$ cat src/rtl/muldiv_pkg.sv
// Shared definitions for the RV32M multiply/divide unit: funct3 encodings,
// FSM state type and operation classification.
package muldiv_pkg;

  localparam int XLEN_DEFAULT = 32;

  localparam logic [2:0] F3_MUL    = 3'b000;
  localparam logic [2:0] F3_MULH   = 3'b001;
  localparam logic [2:0] F3_MULHSU = 3'b010;
  localparam logic [2:0] F3_MULHU  = 3'b011;
  localparam logic [2:0] F3_DIV    = 3'b100;
  localparam logic [2:0] F3_DIVU   = 3'b101;
  localparam logic [2:0] F3_REM    = 3'b110;
  localparam logic [2:0] F3_REMU   = 3'b111;

  typedef enum logic [1:0] {
    IDLE,
    RUN,
    DONE
  } state_t;

  function automatic logic is_div(input logic [2:0] f3);
    return f3[2];
  endfunction

endpackage

$ cat src/rtl/div_step.sv
// One restoring-division iteration: shift {rem, dvd} left, trial-subtract the
// divisor, and shift the resulting quotient bit into the dividend LSB.
module div_step
  import muldiv_pkg::*;
#(
  parameter int XLEN = XLEN_DEFAULT
) (
  input  logic [XLEN:0]   rem,
  input  logic [XLEN-1:0] dvd,
  input  logic [XLEN-1:0] divisor,
  output logic [XLEN:0]   rem_next,
  output logic [XLEN-1:0] dvd_next
);

  logic [XLEN+1:0] shifted;
  logic [XLEN+1:0] diff;
  logic            borrow;

  // One guard bit above the remainder so the borrow of the trial subtract is exact.
  always_comb begin
    shifted  = {rem, dvd[XLEN-1]};
    diff     = shifted - {2'b00, divisor};
    borrow   = diff[XLEN+1];
    rem_next = borrow ? shifted[XLEN:0] : diff[XLEN:0];
    dvd_next = {dvd[XLEN-2:0], ~borrow};
  end

endmodule

$ cat src/rtl/muldiv_unit.sv
// RV32M execute unit: single-cycle multiply, 32-step restoring divide with
// one-cycle handling of divide-by-zero and signed overflow.
module muldiv_unit
  import muldiv_pkg::*;
#(
  parameter int XLEN  = XLEN_DEFAULT,
  parameter int CNT_W = $clog2(XLEN)
) (
  input  logic            clk,
  input  logic            rst,
  input  logic            start,
  input  logic [2:0]      funct3,
  input  logic [XLEN-1:0] op_a,
  input  logic [XLEN-1:0] op_b,
  output logic            busy,
  output logic            done,
  output logic [XLEN-1:0] result
);

  localparam logic [CNT_W-1:0] LAST = CNT_W'(XLEN - 1);
  localparam logic [XLEN-1:0]  INT_MIN = {1'b1, {(XLEN-1){1'b0}}};

  state_t            state;
  logic [CNT_W-1:0]  count;
  logic [XLEN:0]     rem;
  logic [XLEN:0]     rem_next;
  logic [XLEN-1:0]   dvd;
  logic [XLEN-1:0]   dvd_next;
  logic [XLEN-1:0]   divisor;
  logic              q_neg;
  logic              r_neg;
  logic              rem_sel;
  logic              accept;

  function automatic logic [XLEN-1:0] neg_if(input logic neg, input logic [XLEN-1:0] v);
    return neg ? (~v + 1'b1) : v;
  endfunction

  logic                     a_sx;
  logic                     b_sx;
  logic signed [2*XLEN+1:0] ext_a;
  logic signed [2*XLEN+1:0] ext_b;
  logic signed [2*XLEN+1:0] product;
  logic [XLEN-1:0]          mul_res;
  logic                     unused_prod;

  // Extended operands make one signed multiplier cover all four multiply flavours.
  always_comb begin
    a_sx    = (funct3 != F3_MULHU) && op_a[XLEN-1];
    b_sx    = (funct3 == F3_MULH) && op_b[XLEN-1];
    ext_a   = signed'({{(XLEN+2){a_sx}}, op_a});
    ext_b   = signed'({{(XLEN+2){b_sx}}, op_b});
    product = ext_a * ext_b;
    mul_res = (funct3[1:0] == 2'b00) ? product[XLEN-1:0] : product[2*XLEN-1:XLEN];
  end

  assign unused_prod = ^product[2*XLEN+1:2*XLEN];

  logic            div_signed;
  logic            a_neg;
  logic            b_neg;
  logic            div_zero;
  logic            div_ovf;
  logic [XLEN-1:0] a_mag;
  logic [XLEN-1:0] b_mag;

  always_comb begin
    div_signed = (funct3 == F3_DIV) || (funct3 == F3_REM);
    a_neg      = div_signed && op_a[XLEN-1];
    b_neg      = div_signed && op_b[XLEN-1];
    a_mag      = neg_if(a_neg, op_a);
    b_mag      = neg_if(b_neg, op_b);
    div_zero   = (op_b == '0);
    div_ovf    = div_signed && (op_a == INT_MIN) && (op_b == '1);
  end

  assign accept = (state == IDLE) && start;
  assign busy   = (state != IDLE);
  assign done   = (state == DONE);

  div_step #(.XLEN(XLEN)) u_step (
    .rem      (rem),
    .dvd      (dvd),
    .divisor  (divisor),
    .rem_next (rem_next),
    .dvd_next (dvd_next)
  );

  // Divider datapath: loaded on accept, advanced one bit per RUN cycle.
  always_ff @(posedge clk) begin
    if (accept) begin
      rem     <= '0;
      dvd     <= a_mag;
      divisor <= b_mag;
      q_neg   <= a_neg ^ b_neg;
      r_neg   <= a_neg;
      rem_sel <= funct3[1];
    end else if (state == RUN) begin
      rem <= rem_next;
      dvd <= dvd_next;
    end
  end

  always_ff @(posedge clk) begin
    if (rst) begin
      state  <= IDLE;
      count  <= '0;
      result <= '0;
    end else begin
      case (state)
        IDLE: begin
          if (start) begin
            count <= '0;
            if (!is_div(funct3)) begin
              result <= mul_res;
              state  <= DONE;
            end else if (div_zero) begin
              result <= funct3[1] ? op_a : '1;
              state  <= DONE;
            end else if (div_ovf) begin
              result <= funct3[1] ? '0 : INT_MIN;
              state  <= DONE;
            end else begin
              state <= RUN;
            end
          end
        end
        RUN: begin
          count <= count + 1'b1;
          if (count == LAST) begin
            result <= rem_sel ? neg_if(r_neg, rem_next[XLEN-1:0]) : neg_if(q_neg, dvd_next);
            state  <= DONE;
          end
        end
        DONE:    state <= IDLE;
        default: state <= IDLE;
      endcase
    end
  end

endmodule

$ cat config.mk
export PLATFORM = sky130hd
export DESIGN_NAME = muldiv_unit
export DESIGN_NICKNAME = d
export VERILOG_FILES = /design/src/rtl/muldiv_pkg.sv /design/src/rtl/div_step.sv /design/src/rtl/muldiv_unit.sv
export SDC_FILE = /design/constraint.sdc
export NUM_CORES = 2
export LEC_CHECK = 0
export CAP_MARGIN = 10
export CORE_ASPECT_RATIO = 1.5
export CORE_MARGIN = 5
export CORE_UTILIZATION = 50
export CTS_CLUSTER_DIAMETER = 150
export DETAILED_ROUTE_END_ITERATION = 12
export HOLD_SLACK_MARGIN = 0.03
export PLACE_DENSITY = 0.78
export SLEW_MARGIN = 20
export SYNTH_ARGS = -nofsm -noshare
export SYNTH_HDL_FRONTEND = slang
export SYNTH_SLANG_ARGS = --single-unit
$ cat constraint.sdc
create_clock -name clk -period 9.32 [get_ports clk]
set_input_delay 1.864 -clock clk [delete_from_list [all_inputs] [get_ports clk]]
set_output_delay 1.864 -clock clk [all_outputs]
set_load 0.005 [all_outputs]
==> impl_metrics.ini <==
[drt]
avgViaCountPerCell = 5.79
wl_per_cell_um = 24.7
wl_um = 185000
drc = 0
final_antenna_net_count = 0
drt_iter0_drc = 3696
dr.pass1.iters = 5
num_vias = 43450

[setup_path]
end_kind = register
crit_type = in2reg
critical_path_required_ns = 9.63
startpoint_type = input pin
r2r_cells = 17
r2r_setup_slack_ns = 3.72
crit_fanout = 5
cp_slowest_cell = fa_2
path_common_cell = fa_1
timing.rr.start = divisor[11]
r2r-end = result[30]
max_stage_delay_ns = 0.66
cp.arrival_ns = 9.63

[sta]
finalSetupViolations = 0
finalHoldViolCount = 0
max_slew_margin_pct = 23.8
slew_viol_final = 0
worst_slew_pin_slew_ns = 1.14
period_needed_ns = 9.31
fmax_ghz = 0.107
fin_skew_ns = 0.00742
setup_tns_ns = 0
rsz0062_at_grt = yes
fin_crit_sh_pct = 99.9

[cts]
clk_pin_slew_ns = 0.06
cts.sinks = 139
clockBufferDepth = 2
ctsHoldBuffers = 0
insertion_delay_ns = 0.45
root_buffer = clkbuf_16
cts_max_level = 4
numCtsBuffers = 17
cts_tree = built

[layout]
layout.area.seq_mm2 = 0.00345
final_cell_mix = inv_1 (1171), fa_1 (1092), nand2_1 (906), buf_4 (569), and2_1 (308)
areaGrowthSynthToFinish_pct = 19.7
drive_above_1_share_pct = 16.8
multi_input_area_mm2 = 0.0416
final.fill_count = 8116
mostFrequentLayoutCell = inv_1
utilization_pct = 60.3
nets = 7646

[placement]
place_hpwl_um = 152000
portBuffers = 103
gp_congestion = 1.02

[synthesis]
synth_flop_cell = dfxtp_1
ys_warn_count = 0
syn-num-nets = 7183
postSynthCellCount = 5736
ys_types = 101
ys_seq_elements = 139
syn_area_mm2 = 0.0498
synth_area_per_cell_um2 = 8.68
synth_edf_count = 67
async_flop_share_pct = 0
ys_seq_area_share_pct = 6.93

[grt]
antenna_found_initial = 17
grt_first_pass_wirelength_um = 274000
grt_max_degree = 94
grt.total_usage_pct = 34.1
grt_pass1_vias = 47062
grt-ovfl-total = 0

[floorplanning]
rows = 141
dieArea_mm2 = 0.106
start_util_pct = 50.4
die_h_um = 397
fp.dieW_um = 268
pin_count = 104
core_region_area_mm2 = 0.0988

[min_path]
holdPathStages = 2
hold_start = count[4]
hold_path_class = reg2reg
hold_path_end = count[4]

[flow_run]
maxCapViolCount = 0

[outcome]
status = complete, no violations
## registers in the layout, summed over array words and instances (netlist names)
name     cells
rem_sel      1
count        5
r_neg        1
divisor     32
result      32
q_neg        1
dvd         32
rem         33
state        2
## how the worst max path moves through the flow
stage,end,slack (ns),depth (start not counted),from
floorplan,result[25],-0.16,34,funct3[2]
global placement,result[9],-1.02,32,op_a[19]
detailed placement,result[28],-1.15,27,funct3[0]
CTS,result[28],-0.03,30,op_a[28]
global route,result[17],-0.29,30,funct3[2]
finish,result[17],0.006,30,funct3[2]
## Yosys cell counts, types with 7 or more instances
library cell  number  area, um2
o21a_1            12       90.1
o21ai_1            9       45.0
or2_2             10       62.6
nor2_1           193        724
nor2b_1           13       81.3
nand2_1          919       3450
nand3_1           82        410
nor3_1            38        190
fa_1            1126      22500
o31ai_1           29        218
a22oi_1            8       60.1
a221oi_1           7       61.3
o21bai_1          13       97.6
nand2b_1          21        131
inv_1           1202       4510
and3_1            32        200
ha_1             251       3140
nor4_1            17        106
o211ai_1          22        165
or4_1             14        105
and2_1           315       1970
edfxtp_1          67       2010
buf_2             13       65.1
a21o_1            41        308
o31a_1             7       61.3
a311oi_1          11       96.3
mux2_2             8       90.1
xnor2_1          129       1130
o41ai_1           16        140
o2111ai_1          8       70.1
o221ai_1          19        166
nand4_1           30        188
a31oi_1           18        113
dfxtp_1           72       1440
a211oi_1          29        218
mux2i_1           26        260
o21ai_0          180        901
a21oi_1          169        846
buf_1             91        342
clkbuf_1         253        950
xor2_1            70        613
or3_1             16        100
## timing repair
action	CTS	global route
gates cloned	4	8
setup buffers	27	40
endpoints found under the setup margin	31	30
gates resized for setup	164	200
pin swaps	91	178
## final cells by class
cell class	count	area share, %
multi-input cells	4029	69.8
well taps	1287	2.70
repair buffers	808	13.0
inverters	1204	7.62
diodes	6	0.0252
clock buffers	18	0.720
flip-flops and latches	139	5.79
clock inverters	14	0.365
## cell families (layout without fill, tap and decap cells)
group,Yosys count,after routing,share of synthesized area (%)
AO/OA/AOI/OAI,680,680,9.02
XOR/XNOR,199,199,3.50
adder cells (fa/ha/maj),1377,1377,51.6
buffers and inverters,1568,2044,12.0
flip-flops,139,139,6.93
multiplexers,38,38,0.807
other,0,6,0
AND/OR/NAND/NOR,1735,1735,16.2
## per-stage QoR
step	cells	worst slack, ns	area (um2)	hold WS (ns)
floorplan	5736	-0.163	50000	0.439
global placement	7391	-1.02	56700	0.457
detailed placement	7391	-1.15	56700	0.470
CTS	7453	-0.0319	58300	0.478
global route	7499	-0.294	59600	0.512
finish	7505	0.00599	59600	0.472
## routing by layer
metal  global-route usage (%)  part of all wire [%]
met1                     36.4                    32
met2                     57.6                    48
met3                     6.42                   8.2
met4                     29.5                    12
met5                        0                 0.032
## critical path: cells and delay by family
| family | cells | cell delay, ns |
|---|---|---|
| AO/OA/AOI/OAI | 9 | 1.49 |
| XOR/XNOR | 1 | 0.22 |
| adder cells (fa/ha/maj) | 9 | 4.51 |
| buffers and inverters | 7 | 0.94 |
| AND/OR/NAND/NOR | 4 | 0.59 |
Power is left out: the tool's default activity adds up to more than one toggle a clock period on the data nets, which glitch-free logic cannot reach.
